`config.mk`:
```
export PLATFORM = sky130hd
export DESIGN_NAME = snn_step_scheduler
export DESIGN_NICKNAME = d
export VERILOG_FILES = /design/src/rtl/snn_pkg.sv /design/src/rtl/snn_rr_arbiter.sv /design/src/rtl/snn_step_scheduler.sv
export SDC_FILE = /design/constraint.sdc
export NUM_CORES = 1
export LEC_CHECK = 0
export ABC_AREA = 1
export BUFFER_PORTS_ARGS = -buffer_cell sky130_fd_sc_hd__buf_2
export CAP_MARGIN = 20
export CORE_MARGIN = 2
export CORE_UTILIZATION = 30
export CTS_CLUSTER_DIAMETER = 40
export DETAILED_ROUTE_END_ITERATION = 10
export GPL_ROUTABILITY_DRIVEN = 0
export GPL_TIMING_DRIVEN = 0
export SLEW_MARGIN = 15
export SYNTH_ARGS = -nofsm -noshare
export SYNTH_HDL_FRONTEND = slang
export SYNTH_HIERARCHICAL = 1
export SYNTH_SLANG_ARGS = --single-unit
```
`constraint.sdc`:
```
create_clock -name clk -period 2.95 [get_ports clk]
set_input_delay 0 -clock clk [delete_from_list [all_inputs] [get_ports clk]]
set_output_delay 0 -clock clk [all_outputs]
set_load 0.02 [all_outputs]
```
`src/rtl/snn_pkg.sv`:
```
// snn_pkg: shared network dimensions and the types used by the step scheduler.
//   T, N           : neuron blocks and neurons per block
//   TW, NW         : select widths for block / neuron indices
//   STEP_CNT_W     : width of the completed-step counter
//   force_req_t    : one queued force-spike request {block, neuron}
//   sched_state_t  : timestep sequencer states
package snn_pkg;

    localparam int unsigned T          = 4;
    localparam int unsigned N          = 8;
    localparam int unsigned TW         = (T > 1) ? $clog2(T) : 1;
    localparam int unsigned NW         = (N > 1) ? $clog2(N) : 1;
    localparam int unsigned STEP_CNT_W = 16;

    typedef struct packed {
        logic [TW-1:0] block;
        logic [NW-1:0] neuron;
    } force_req_t;

    typedef enum logic [1:0] {
        IDLE,
        INJECT,
        UPDATE,
        DONE
    } sched_state_t;

    // Out-of-range requests still occupy a queue slot but must not fire.
    function automatic logic req_in_range(input force_req_t r);
        return (int'(r.block) < int'(T)) && (int'(r.neuron) < int'(N));
    endfunction

endpackage

```
`src/rtl/snn_rr_arbiter.sv`:
```
// snn_rr_arbiter: round-robin arbiter with an internal rotating priority pointer.
//   clk, reset : clock, synchronous active-low reset
//   req        : per-requester request lines
//   enable     : when low no grant is issued and the pointer holds
//   grant      : one-hot grant (all zero if nothing granted)
// The pointer moves to winner+1 only when a grant is issued.
module snn_rr_arbiter #(
    parameter int unsigned R = 2
) (
    input  logic         clk,
    input  logic         reset,
    input  logic [R-1:0] req,
    input  logic         enable,
    output logic [R-1:0] grant
);

    localparam int unsigned PW = (R > 1) ? $clog2(R) : 1;

    logic [PW-1:0] ptr_q, ptr_d;

    always_comb begin
        logic [PW-1:0] idx;
        logic          found;
        grant = '0;
        ptr_d = ptr_q;
        found = 1'b0;
        idx   = '0;
        for (int unsigned off = 0; off < R; off++) begin
            idx = PW'((32'(ptr_q) + off) % R);
            if (enable && !found && req[idx]) begin
                found      = 1'b1;
                grant[idx] = 1'b1;
                ptr_d      = PW'((32'(idx) + 1) % R);
            end
        end
    end

    always_ff @(posedge clk) begin
        if (!reset) begin
            ptr_q <= '0;
        end else begin
            ptr_q <= ptr_d;
        end
    end

endmodule

```
`src/rtl/snn_step_scheduler.sv`:
```
// snn_step_scheduler: timestep controller and force-spike arbiter for network_tiny.
//   clk, reset                 : clock, synchronous active-low reset
//   start_step                 : request one timestep (honoured only in IDLE)
//   req_valid/req_block/req_neuron, req_ready : R force-spike requesters, RR arbitrated
//   force_spike_block_select, force_spike_neuron_select, force_spike_en : to network
//   block_update_en            : one-hot block update enable
//   step_busy, step_done       : step in progress / one-cycle completion pulse
//   step_count                 : completed-step counter (wraps)
// All network-facing outputs are registered images of the state of the previous
// cycle, so spike injection and block updates never overlap.
module snn_step_scheduler
    import snn_pkg::*;
#(
    parameter int unsigned R      = 2,
    parameter int unsigned QDEPTH = 4
) (
    input  logic                  clk,
    input  logic                  reset,
    input  logic                  start_step,
    input  logic [R-1:0]          req_valid,
    input  logic [R*TW-1:0]       req_block,
    input  logic [R*NW-1:0]       req_neuron,
    output logic [R-1:0]          req_ready,
    output logic [TW-1:0]         force_spike_block_select,
    output logic [NW-1:0]         force_spike_neuron_select,
    output logic                  force_spike_en,
    output logic [T-1:0]          block_update_en,
    output logic                  step_busy,
    output logic                  step_done,
    output logic [STEP_CNT_W-1:0] step_count
);

    localparam int unsigned AW = (QDEPTH > 1) ? $clog2(QDEPTH) : 1;
    localparam int unsigned CW = AW + 1;

    // Queue
    force_req_t    mem_q [QDEPTH];
    logic [AW-1:0] wr_ptr_q, rd_ptr_q;
    logic [CW-1:0] count_q;
    logic [R-1:0]  grant;
    logic          push, pop;
    force_req_t    push_data, head;

    // Sequencer
    sched_state_t          state_q, state_d;
    logic [CW-1:0]         inj_cnt_q, inj_cnt_d;
    logic [TW-1:0]         blk_q, blk_d;
    logic [TW-1:0]         fs_blk_q, fs_blk_d;
    logic [NW-1:0]         fs_nrn_q, fs_nrn_d;
    logic                  fse_q, fse_d;
    logic [T-1:0]          bue_q, bue_d;
    logic                  busy_q, busy_d;
    logic                  done_q, done_d;
    logic [STEP_CNT_W-1:0] step_count_q, step_count_d;

    // Fullness uses the registered count: a pop in the same cycle does not free a slot.
    snn_rr_arbiter #(.R(R)) u_arb (
        .clk    (clk),
        .reset  (reset),
        .req    (req_valid),
        .enable (reset && (count_q < CW'(QDEPTH))),
        .grant  (grant)
    );

    assign req_ready = grant;
    assign push      = |grant;
    assign head      = mem_q[rd_ptr_q];

    always_comb begin
        push_data = '0;
        for (int unsigned i = 0; i < R; i++) begin
            if (grant[i]) begin
                push_data.block  = req_block[i*TW +: TW];
                push_data.neuron = req_neuron[i*NW +: NW];
            end
        end
    end

    always_comb begin
        state_d      = state_q;
        inj_cnt_d    = inj_cnt_q;
        blk_d        = blk_q;
        pop          = 1'b0;
        fs_blk_d     = fs_blk_q;
        fs_nrn_d     = fs_nrn_q;
        fse_d        = 1'b0;
        bue_d        = '0;
        busy_d       = (state_q != IDLE);
        done_d       = 1'b0;
        step_count_d = step_count_q;
        case (state_q)
            IDLE: begin
                if (start_step) begin
                    // Snapshot of the queue; later arrivals wait for the next step.
                    // An empty snapshot skips INJECT entirely.
                    inj_cnt_d = count_q;
                    state_d   = (count_q == '0) ? UPDATE : INJECT;
                end
            end
            INJECT: begin
                pop       = 1'b1;
                fs_blk_d  = head.block;
                fs_nrn_d  = head.neuron;
                fse_d     = req_in_range(head);
                inj_cnt_d = inj_cnt_q - CW'(1);
                if (inj_cnt_q == CW'(1)) begin
                    state_d = UPDATE;
                end
            end
            UPDATE: begin
                bue_d = T'(1) << blk_q;
                if (blk_q == TW'(T - 1)) begin
                    blk_d   = '0;
                    state_d = DONE;
                end else begin
                    blk_d = blk_q + TW'(1);
                end
            end
            DONE: begin
                done_d       = 1'b1;
                step_count_d = step_count_q + STEP_CNT_W'(1);
                state_d      = IDLE;
            end
            default: state_d = IDLE;
        endcase
    end

    always_ff @(posedge clk) begin
        if (push) begin
            mem_q[wr_ptr_q] <= push_data;
        end
    end

    always_ff @(posedge clk) begin
        if (!reset) begin
            wr_ptr_q     <= '0;
            rd_ptr_q     <= '0;
            count_q      <= '0;
            state_q      <= IDLE;
            inj_cnt_q    <= '0;
            blk_q        <= '0;
            fs_blk_q     <= '0;
            fs_nrn_q     <= '0;
            fse_q        <= 1'b0;
            bue_q        <= '0;
            busy_q       <= 1'b0;
            done_q       <= 1'b0;
            step_count_q <= '0;
        end else begin
            wr_ptr_q     <= wr_ptr_q + AW'(push);
            rd_ptr_q     <= rd_ptr_q + AW'(pop);
            count_q      <= count_q + CW'(push) - CW'(pop);
            state_q      <= state_d;
            inj_cnt_q    <= inj_cnt_d;
            blk_q        <= blk_d;
            fs_blk_q     <= fs_blk_d;
            fs_nrn_q     <= fs_nrn_d;
            fse_q        <= fse_d;
            bue_q        <= bue_d;
            busy_q       <= busy_d;
            done_q       <= done_d;
            step_count_q <= step_count_d;
        end
    end

    assign force_spike_block_select  = fs_blk_q;
    assign force_spike_neuron_select = fs_nrn_q;
    assign force_spike_en            = fse_q;
    assign block_update_en           = bue_q;
    assign step_busy                 = busy_q;
    assign step_done                 = done_q;
    assign step_count                = step_count_q;

endmodule

```
==> results by group <==
Place
  – DP Cell Count: 525
  – Port Buffers: 44
  – Post-Place Worst Slack: 0.0999 ns
  – DP Wirelength: 4.36 mm

Synthesis
  – Syn avg cell area: 8.13 sq um
  – Synth area leader: dfxtp_1
  – Synth Instances: 352
  – Yosys reg bits: 63
  – Mapped Area: 0.00286 sq mm
  – Share of the synthesized area in the top cell type: 30.1%
  – Adder-cell share of the synthesized area: 5.51%
  – Sequential area share after synthesis: 51.1%
  – Yosys cell types: 32
  – Multiplexer area fraction after synthesis: 0%
  – Post-Syn Nets: 379
  – Post-Synth Simple-Gate Area: 24.7%
  – Syn. warnings: 6
  – Top cells by area, synth: dfxtp_1 (30%), edfxtp_1 (21%), nor2_1 (9.2%)
  – Compound-gate portion of the synthesized area: 9.66%
  – Largest family of logic cells by synthesized area: simple AND/OR/NAND/NOR gates
  – XOR/XNOR Fraction of Synth Area: 1.84%

Worst setup path
  – Crit Path Class: register to register
  – CP max FO: 8
  – Critical Path Start: count_q[2]$_SDFF_PN0_
  – Startpoint types: register
  – Critical path arrival: 2.79 ns
  – Worst reg2reg startpoint: count_q[2]$_SDFF_PN0_
  – Worst endpoint required time: 3.21 ns
  – Crit end category: register

Floorplan
  – Die W: 102 um
  – DIE AREA: 0.0103 sq mm
  – Die height: 102 um
  – Num ports: 45
  – Core area: 0.00924 sq mm
  – Row count: 35
  – Initial core utilization: 31.0%

STA
  – Crit path time final: 2.53 ns
  – Clk_skew: 0.0171 ns
  – Period utilization: 85.9%
  – Hold slack final: 0.0108 ns
  – Final hold violations: 0
  – Sum Neg Setup Slack: 0 ns
  – RSZ-0062 raised after global routing: no
  – Slew margin rel.: 43.4%
  – Final critical-path setup slack: 0.417 ns
  – Count of final setup violators: 0
  – Worst Tran Pin Value: 0.843 ns
  – Peak Freq: 0.395 GHz
  – Max-slew violations: 0

Worst hold path
  – Worst min-delay path category: input port to register
  – Hold_sp: req_neuron[3]

Clock network
  – Clock Latency Late Sink: 0.34 ns
  – Hold_buf cts: 2
  – Clk sink count: 63
  – Clk pin slew, worst setup/hold paths: 0.06 ns
  – Post-CTS Setup Bufs: 0
  – CTS tree: built
  – Clock Tree Buf Depth: 2
  – Total CTS buffers: 9
  – CTS root buffer: clkbuf_8
  – CTS H-tree lvls: 3
  – Post-cts resize count: 0

Drt
  – Iter 0 DRT Violations: 55
  – DR pass1 iterations: 4
  – DRC viols: 0
  – Detailed Route WL: 6.06 mm
  – Routed WL per cell: 11.2 um
  – Via count: 2368
  – Drt via density: 4.36
  – ANT nets after route: 0

Run status
  – Status: finished, final reports clean

Finish
  – Commonest non-fill, non-tap cells in the layout: nor2_1 (70), nand2_1 (56), buf_2 (48), inv_1 (43), dfxtp_1 (43)
  – Fill cells: 964
  – Number of diodes: 0
  – Layout Cells excl Fill: 543
  – Nets: 436
  – Share of layout cells above drive strength 1: 17.6%
  – Commonest non-fill, non-tap cell in the layout: nor2_1
  – P&R area growth vs syn: 20.7%

Power and ir drop
  – VDD IR max: 0.000283 V
  – PwrDens: 753 mW/mm^2
  – Pleak: 1.53 nW
  – Total power: 2.60 mW

Global route
  – First-pass GRT wire length: 10.1 mm
  – Congestion Overflow GR: 0
  – Vias in the first global route: 2223
  – Pin count of the biggest net entering global routing: 11
  – GRT Util Overall: 12.8%
  – Initial antenna violation count: 0

Flow run
  – Max_cap viols: 0
-- final timing paths --
| check | slack (ns) | cells past startpoint | endpoint |
|---|---|---|---|
| setup / recovery | 0.42 | 11 | count_q[2]$_SDFF_PN0_ |
| hold / removal | 0.01 | 3 | mem_q[2][0]$_DFFE_PP_ |
| setup reg to reg | 0.42 | 11 | count_q[2]$_SDFF_PN0_ |
| hold reg to reg | 0.48 | 1 | block_update_en[2]$_SDFF_PN0_ |
-- cells by family after synthesis --
kind of cell,count (synthesis)
DFF,63
and+or+nand+nor,164
AOI/OAI and AO/OA,53
adders and majority gates,12
xor gates and xnor gates,6
buffers and inverters,54
-- power breakdown --
group	leakage, nW	internal (mW)	switching [mW]
sequential	0.537	1.04	0.0790
combinational	0.898	0.263	0.484
clock	0.0979	0.414	0.317
-- cell type report --
type	instances	area, sq um	area share (%)
plain buffers	8	35.0	1.01
clock buffers	13	149	4.31
clock inverters	3	41.3	1.20
inverters	46	173	5.00
multi-input cells	235	1190	34.5
flip-flops and latches	63	1460	42.3
well taps	129	161	4.67
repair buffers	46	240	6.96
-- critical path, cell delays in order, from the launching register on --
cell and delay, ns:
dfxtp_1 0.33, nor2_1 0.24, nand2_1 0.11, a21oi_1 0.44, nor2_1 0.20, xor2_1 0.17, ha_1 0.15, inv_1 0.04
fa_1 0.37, xnor2_1 0.17, o21ai_0 0.10, a21oi_1 0.14
-- through the flow --
step,utilization (%),area [sq um]
floorplan,-,2860
global placement,35.1,3240
detailed placement,35.1,3240
CTS,37.4,3450
global route,37.4,3450
finish,37.4,3450
-- synthesized netlist by cell type --
cell type  count
nor2_4         3
a21oi_2        1
clkinv_1       2
inv_2          1
nand4_1        3
nor2_2         2
nor2_1        70
nand3_1       15
buf_1          1
inv_1         43
xor2_1         2
nor3b_1        1
o21ai_0       34
o21ai_2        1
nor4_1         2
nand3_2        1
xnor2_1        4
or2_1          1
nor3_1         6
nand2_1       56
nand2_2        3
edfxtp_1      20
buf_2          4
clkbuf_1       3
o21ai_1        1
nand3b_1       1
dfxtp_1       43
o21bai_1       1
a31oi_1        1
fa_1           1
a21oi_1       14
ha_1          11
-- routing by layer --
layer / vias to the layer above / wire [um] / GRT usage [%] / part of all wire, %
met4: 0 / 54 / 4.57 / 0.89
li1: 1245 / - / - / -
met3: 7 / 345 / 4.14 / 5.7
met2: 61 / 2890 / 21.3 / 48
met5: - / 0 / 0 / 0
met1: 1055 / 2770 / 15.4 / 46
-- state kept, by name, indices dropped and copies added (netlist names), 2 cells and up --
signal,count
mem_q,20
step_count,16
block_update_en,4
count_q,3
force_spike_neuron_select,3
inj_cnt_q,3
blk_q,2
force_spike_block_select,2
rd_ptr_q,2
state_q,2
wr_ptr_q,2
(Power assumes the default switching activity.)
